**src/rtl/ntlm_msg_block.sv**
```systemverilog
// NTLM message-block builder: latches one ASCII password, widens it to UTF-16LE,
// appends MD4 padding and bit length, and streams the 16 words of the block.
module ntlm_msg_block #(
  parameter int MAX_CHARS = 16,
  parameter int WORD_W    = 32
) (
  input  logic                   clk,
  input  logic                   rst,
  input  logic [8*MAX_CHARS-1:0] guess_in,
  input  logic [4:0]             length_in,
  input  logic                   guess_valid,
  output logic                   guess_ready,
  output logic [WORD_W-1:0]      word_out,
  output logic [3:0]             word_idx,
  output logic                   word_valid,
  input  logic                   word_ready,
  output logic                   block_last,
  output logic                   len_err
);

  typedef enum logic {IDLE, EMIT} state_t;

  state_t                 state_reg, state_next;
  logic [3:0]             idx_reg, idx_next;
  logic [8*MAX_CHARS-1:0] chars_reg;
  logic [4:0]             len_reg;
  logic                   len_err_reg, len_err_next;
  logic                   load;
  logic                   len_legal;

  // Message viewed as 28 UTF-16 code units (bytes 0..55) plus two length words.
  logic [15:0]       half [0:27];
  logic [WORD_W-1:0] word_arr [0:15];

  assign len_legal = (length_in != 5'd0) && (length_in <= 5'(MAX_CHARS));

  always_comb begin
    state_next   = state_reg;
    idx_next     = idx_reg;
    len_err_next = 1'b0;
    load         = 1'b0;
    guess_ready  = 1'b0;
    word_valid   = 1'b0;
    case (state_reg)
      IDLE: begin
        guess_ready = !rst;
        if (guess_valid) begin
          load     = 1'b1;
          idx_next = 4'd0;
          if (len_legal) state_next = EMIT;
          else           len_err_next = 1'b1;
        end
      end
      EMIT: begin
        word_valid = 1'b1;
        if (word_ready) begin
          idx_next = idx_reg + 4'd1;
          if (idx_reg == 4'd15) state_next = IDLE;
        end
      end
      default: state_next = IDLE;
    endcase
  end

  always_ff @(posedge clk) begin
    if (rst) begin
      state_reg   <= IDLE;
      idx_reg     <= 4'd0;
      len_err_reg <= 1'b0;
      chars_reg   <= '0;
      len_reg     <= 5'd0;
    end else begin
      state_reg   <= state_next;
      idx_reg     <= idx_next;
      len_err_reg <= len_err_next;
      if (load) begin
        chars_reg <= guess_in;
        len_reg   <= length_in;
      end
    end
  end

  // Characters at or beyond the length are masked; the unit at the length holds 0x80.
  generate
    for (genvar gi = 0; gi < 28; gi++) begin : g_half
      if (gi < MAX_CHARS) begin : g_char
        assign half[gi] = (5'(gi) < len_reg)  ? {8'h00, chars_reg[8*gi +: 8]} :
                          (5'(gi) == len_reg) ? 16'h0080 : 16'h0000;
      end else if (gi == MAX_CHARS) begin : g_pad
        assign half[gi] = (5'(gi) == len_reg) ? 16'h0080 : 16'h0000;
      end else begin : g_zero
        assign half[gi] = 16'h0000;
      end
    end
    for (genvar gi = 0; gi < 14; gi++) begin : g_word
      assign word_arr[gi] = {half[2*gi+1], half[2*gi]};
    end
  endgenerate

  assign word_arr[14] = {{(WORD_W-9){1'b0}}, len_reg, 4'b0000};
  assign word_arr[15] = '0;

  assign word_out   = word_valid ? word_arr[idx_reg] : '0;
  assign word_idx   = word_valid ? idx_reg : 4'd0;
  assign block_last = word_valid && (idx_reg == 4'd15);
  assign len_err    = len_err_reg;

endmodule
```
**config.mk**
```make
export PLATFORM = sky130hd
export DESIGN_NAME = ntlm_msg_block
export DESIGN_NICKNAME = d
export VERILOG_FILES = /design/src/rtl/ntlm_msg_block.sv
export SDC_FILE = /design/constraint.sdc
export NUM_CORES = 1
export LEC_CHECK = 0
export ABC_AREA = 0
export CORE_UTILIZATION = 30
export CTS_BUF_LIST = sky130_fd_sc_hd__clkbuf_16
export CTS_CLUSTER_DIAMETER = 200
export DETAILED_ROUTE_END_ITERATION = 8
export GPL_ROUTABILITY_DRIVEN = 0
export PLACE_DENSITY = 0.51
export SLEW_MARGIN = 20
export SYNTH_ARGS = -nofsm -noshare
export SYNTH_HDL_FRONTEND = slang
export SYNTH_SLANG_ARGS = --single-unit
```
**constraint.sdc**
```tcl
create_clock -name clk -period 4.1 [get_ports clk]
set_input_delay 1.025 -clock clk [delete_from_list [all_inputs] [get_ports clk]]
set_output_delay 1.025 -clock clk [all_outputs]
set_load 0.05 [all_outputs]
```
* Word-level counts from Yosys, hierarchy flattened *
Index checks and enable logic that the tools add are counted.

word-level totals
  output and inout bits = 40
  word-level logic and storage cells = 104
  flip-flop bits (word level) = 139

cells by class
  $lt $le $gt $ge = 18
  reductions and logical operators = 7
  bitwise gates (word level) = 3
  $add $sub $neg = 1
  multiplexer cells = 51
  equal/unequal tests = 19

operators with widths
  operator               number
  $mux W8                33
  $bmux W32 S4           1
  $mux W32               3
  $eq A4 B5 Y1 const A   8
  $lt A4 B5 Y1 const A   8
  $eq A3 B5 Y1 const A   4
  $lt A3 B5 Y1 const A   4
  $mux W4                3
  $eq A2 B5 Y1 const A   2
  $lt A1 B5 Y1 const A   2
  $lt A2 B5 Y1 const A   2
  $mux W1                9
  $pmux W4 S2            1
  $eq A1 B5 Y1 const A   1
  $eq A5 B5 Y1 const A   1
  $ge A5 B5 Y1 const B   1
  $le A5 B5 Y1 const B   1
  $logic_not A5 Y1       1
  $not A4 Y5             1
  $reduce_bool A5 Y1     1
  $add A4 B1 Y4 const B  1
  $eq A4 B4 Y1 const B   1
  $ne A2 B2 Y1 const B   2
  $reduce_or A3 Y1       1
  5 further kinds        7

* Longest topological paths before layout *
  depth after elaboration = 7
  gate-level depth with buffers = 7

* Worst setup path before layout *
Ideal clock, no wire load.

  path kind = register -> output
  start point = register state_reg
  end point = output word_out[20]
  slack = -23 ps
  data arrival time = 3,098 ps
  cell stages (with the launch flop) = 7
  path buffers = 2
  path through = dfxtp_1 > buf_4 > inv_1 > nor2_1 > clkbuf_1 > nand2_1 > nor4_1

between the ends
  longest elaborated chain between the ends = 2

ends and longest elaborated chain
  what                    line  RTL
  start, declared         23    state_t state_reg, state_next;
  start signal, assigned  73    state_reg <= state_next;
  $mux W1                 44    case (state_reg)
  $mux W32                103   assign word_out = word_valid ? word_arr[idx_reg] : '0;
  end, declared           13    output logic [WORD_W-1:0] word_out,

No other way between the ends.

* Worst setup path after layout *
  start point = register len_reg[2]
  end point = output word_out[4]

between the ends
  longest elaborated chain between the ends = 6
  elaborated cells between the ends (all ways) = 20
  those cells by class = order compare: 8; mux: 12

ends and longest elaborated chain
  what                                             line  RTL
  start, declared                                  26    logic [4:0] len_reg;
  start signal, assigned                           78    len_reg <= length_in;
  $lt A4 B5 Y1, or another cell as far along       87    assign half[gi] = (5'(gi) < len_reg) ? {8'h00, chars_reg[8*gi +: 8]} :
  $mux W8                                          87
  $bmux W32 S4 (*)                                 103
  $mux W32 (implied by the code) (*) (2 in a row)  103
  $mux W32 (*)                                     103

Mark *: on every way between the ends. The rest lies on a longest branch, timed or not. The select of a mux whose other input is x is not followed.

==> results by stage <==
Status:
- The run finished with clean final reports.

Setup path:
- Across all register-to-register paths, the minimum setup slack is about 1800 ps.
- For the worst setup path, the data arrival time is slightly below 3000 ps.
- The endpoint kind of the worst setup timing path is an output pin.
- Of all nets on the critical path, the largest fanout is 19.
- In this run the critical register-to-register path is captured at chars_reg[93]$_SDFFE_PP0P_.
- The critical path startpoint category is a flip-flop.
- The startpoint identified for the worst register-to-register timing path is state_reg$_SDFF_PP0_.
- Data on the critical path is required at its endpoint by between 3000 and 4000 ps.
- The critical path start-end classification is flip-flop to output pin.
- The logic depth of the worst register-to-register path is 5.

Logic synthesis:
- sky130_fd_sc_hd__nand2_1 is the most common cell in the netlist.
- The netlist uses 57 different library cells.
- The synthesized area per cell is approximately 7.6 µm².
- In this run, synthesis produced a sequential element count of ~140.
- Ranked by total cell area, the synthesized netlist is headed by sky130_fd_sc_hd__dfxtp_1, sky130_fd_sc_hd__nand2_1, sky130_fd_sc_hd__a21oi_1.
- The area share of the largest cell type after synthesis is a little over two fifths.
- After technology mapping, the gate count stands at 859.
- By count the netlist is led by sky130_fd_sc_hd__nand2_1, sky130_fd_sc_hd__a21oi_1, sky130_fd_sc_hd__dfxtp_1.
- The mapped cell area is 0.00657 mm².
- The number of enable-type register cells in the synthesized netlist is 0.
- The share of the Yosys chip area taken by registers is a little over two fifths.
- Counting flops with an async set or reset pin after synthesis yields a share of 0%.
- The cell type with the highest aggregate area in the netlist is sky130_fd_sc_hd__dfxtp_1.
- The number of warning messages in the yosys log is 0.
- Among all flip-flop cells after synthesis, the most frequent one is sky130_fd_sc_hd__dfxtp_1.

Clock network:
- The clock network latency to the later pin of the worst-skew pair is between 400 and 500 ps.
- Counting along the longest clock path gives a buffer depth of 2.
- CTS placed an instance of sky130_fd_sc_hd__clkbuf_16 at the clock tree root.
- The clock drives around 140 sinks.
- The H-tree was split into 4 levels.
- The number of setup buffers added after CTS is 0.
- Post-CTS repair changed the size of 0 cells.
- The total of hold buffers inserted after clock tree synthesis is 0.
- TritonCTS created 17 clock buffers.
- The clock tree from TritonCTS is built.
- The clock-pin slew of the registers on the worst-case setup and hold paths is around 60 ps.

Layout:
- The filler cell count is 2209.
- The register with the most flip-flops in the layout has 128 of them.
- The share of the core filled with cells in the final layout is 42.9%.
- After the flow finishes, the layout carries non-filler instances totaling roughly 1300.
- The area overhead of the layout relative to synthesis is 38.8%.
- The fraction of final layout cells with drive strength greater than 1 is 9.54%.
- The count of antenna diodes in the layout is 0.
- The number of nets at the end of the flow is ~1100.

Global route:
- The first global-routing pass estimated ~34000 µm of wire.
- The initial antenna violation count came to 0.
- The total routing resource utilization after global routing is between 20% and 30%.
- Entering global routing, the biggest net connects ~100 pins.
- The via count of the first global-routing pass came to between 6000 and 7000.
- After global routing the overflow that remains totals 0.

Routing:
- The routed design has about 23000 µm of wire.
- The first-pass iteration count of the detailed router is 5.
- The remaining antenna violation count after routing is 0.
- The count of vias placed by the detailed router is 6460.
- Using the TritonRoute via totals, the vias-per-cell ratio works out to roughly 5.0.
- After detailed routing, the average wire length per cell comes to approximately 18 µm.
- The DRC marker count from the first detailed-route iteration is 425.
- After detailed routing, the number of remaining DRC violations is 0.

Placed design:
- The HPWL after detailed placement is 16900 µm.
- In this run the tool buffered the top-level ports with roughly 160 buffer cells.
- The post-placement setup slack is approximately 570 ps.
- The number of cells after detailed placement is 1249.

STA:
- At the pin with the least slew margin, the transition time is between 1000 and 1500 ps.
- The tightest slew margin relative to the limit is between 20 and 30%.
- The final critical-path setup slack is around 120 ps.
- The largest clock skew in the final design is between 7 and 8 ps.
- The max-slew violation total from the final report is 0.
- The setup TNS is 0 ps.
- The upper clock frequency limit is ~250 MHz.
- The final clock period utilization by the worst path is 97.0%.
- Setup repair after global routing left no endpoint under its margin.
- The number of failing hold endpoints at the final stage is 0.
- Setup violations remaining at the end of the flow were counted as 0.
- Subtracting the final worst setup slack from the clock period gives approximately 4000 ps.

Floorplan:
- Measured along the x axis, the die boundary spans roughly 150 µm.
- The die covers ~0.022 mm².
- The height of the chip is between 100 and 150 µm.
- The starting density of the core is 30.9%.
- In this run the core area contains 53 standard-cell rows.
- The core region is around 0.021 mm².
- For this design the top-level I/O count stands at approximately 180.

Min path:
- The startpoint of the most critical hold path is chars_reg[21]$_SDFFE_PP0P_.
- The hold path depth is 2.
- The worst-case hold path end point is chars_reg[21]$_SDFFE_PP0P_.
- The type of the most critical hold path is flip-flop to flip-flop.

Pwr:
- The worst vdd rail ir drop is 0.250 mV.
- The power per unit of standard cell area is between 300 and 400 mW/mm².
- The leakage power is approximately 3.3 nW.

Job:
- The tool flagged a number of max-cap violations equal to 0.
## how the worst max path moves through the flow
stage	from	end	cells past startpoint
after floorplan	state_reg$_SDFF_PP0_	word_out[8]	3
after global placement	len_reg[1]$_SDFFE_PP0P_	word_out[6]	6
after detailed placement	len_reg[1]$_SDFFE_PP0P_	word_out[5]	6
after CTS	len_reg[1]$_SDFFE_PP0P_	word_out[5]	6
after global routing	len_reg[2]$_SDFFE_PP0P_	word_out[5]	6
final	len_reg[2]$_SDFFE_PP0P_	word_out[4]	6
## stage by stage
stage,instance area (µm²),power [mW],hold slack [ps]
after global placement,8530,2.08,445
after global routing,9110,3.73,478
final,9110,3.58,453
after CTS,9110,3.61,454
after detailed placement,8530,2.08,447
after floorplan,6640,1.82,433
## placed cells by master, fill, tap and decap left out, drive strengths merged, types with 7 or more instances in the layout
cell and instances:
a22oi 11, clkdlybuf4s50 143, buf 43, a21oi 151
inv 7, nor3 7, a221oi 35, nor4 9
nor2 21, dfxtp 139, nand2 286, mux2 7
a22o 7, o21ai 14, clkbuf 17, a221o 7
clkinv 7, o21a 8, conb 15
## final cells by class
| type | instances | area, µm² | area share, % |
|---|---|---|---|
| flip-flops and latches | 139 | 2790 | 30.6 |
| repair buffers | 186 | 1990 | 21.9 |
| clock inverters | 15 | 159 | 1.74 |
| well taps | 275 | 344 | 3.78 |
| multi-input cells | 644 | 3390 | 37.2 |
| clock buffers | 17 | 425 | 4.67 |
| inverters | 5 | 18.8 | 0.206 |
## power by group
part | switching, mW | internal [mW] | total (mW)
sequential | 0.0727 | 1.43 | 1.51
clock | 0.591 | 0.943 | 1.53
combinational | 0.299 | 0.244 | 0.543
total | 0.963 | 2.62 | 3.58
## critical path: stages, from the launching register on
cell,delay (ps)
sky130_fd_sc_hd__dfxtp_1,790
sky130_fd_sc_hd__nor2_1,220
sky130_fd_sc_hd__a211oi_2,530
sky130_fd_sc_hd__a221oi_1,150
sky130_fd_sc_hd__a211o_1,300
sky130_fd_sc_hd__a21oi_1,340
sky130_fd_sc_hd__buf_12,190
## kinds of logic (layout without fill, tap and decap cells)
| group | Yosys count | in the layout | synth area share (%) |
|---|---|---|---|
| AO/OA/AOI/OAI | 262 | 262 | 25.8 |
| XOR/XNOR | 2 | 2 | 0.267 |
| adder cells (fa/ha/maj) | 1 | 1 | 0.191 |
| buffers and inverters | 90 | 223 | 7.32 |
| flip-flops | 139 | 139 | 42.4 |
| multiplexers | 9 | 9 | 1.51 |
| other | 1 | 15 | 0.0571 |
| AND/OR/NAND/NOR | 355 | 355 | 22.5 |
## layer usage
metal	up-vias	track usage [%]	part of all wire, %
met5	-	0	0
met4	0	6.82	2.2
met3	35	4.48	6.1
met2	238	33.2	47
met1	2946	26.5	45
li1	3241	-	-
Power figures use the tool's default switching activity.
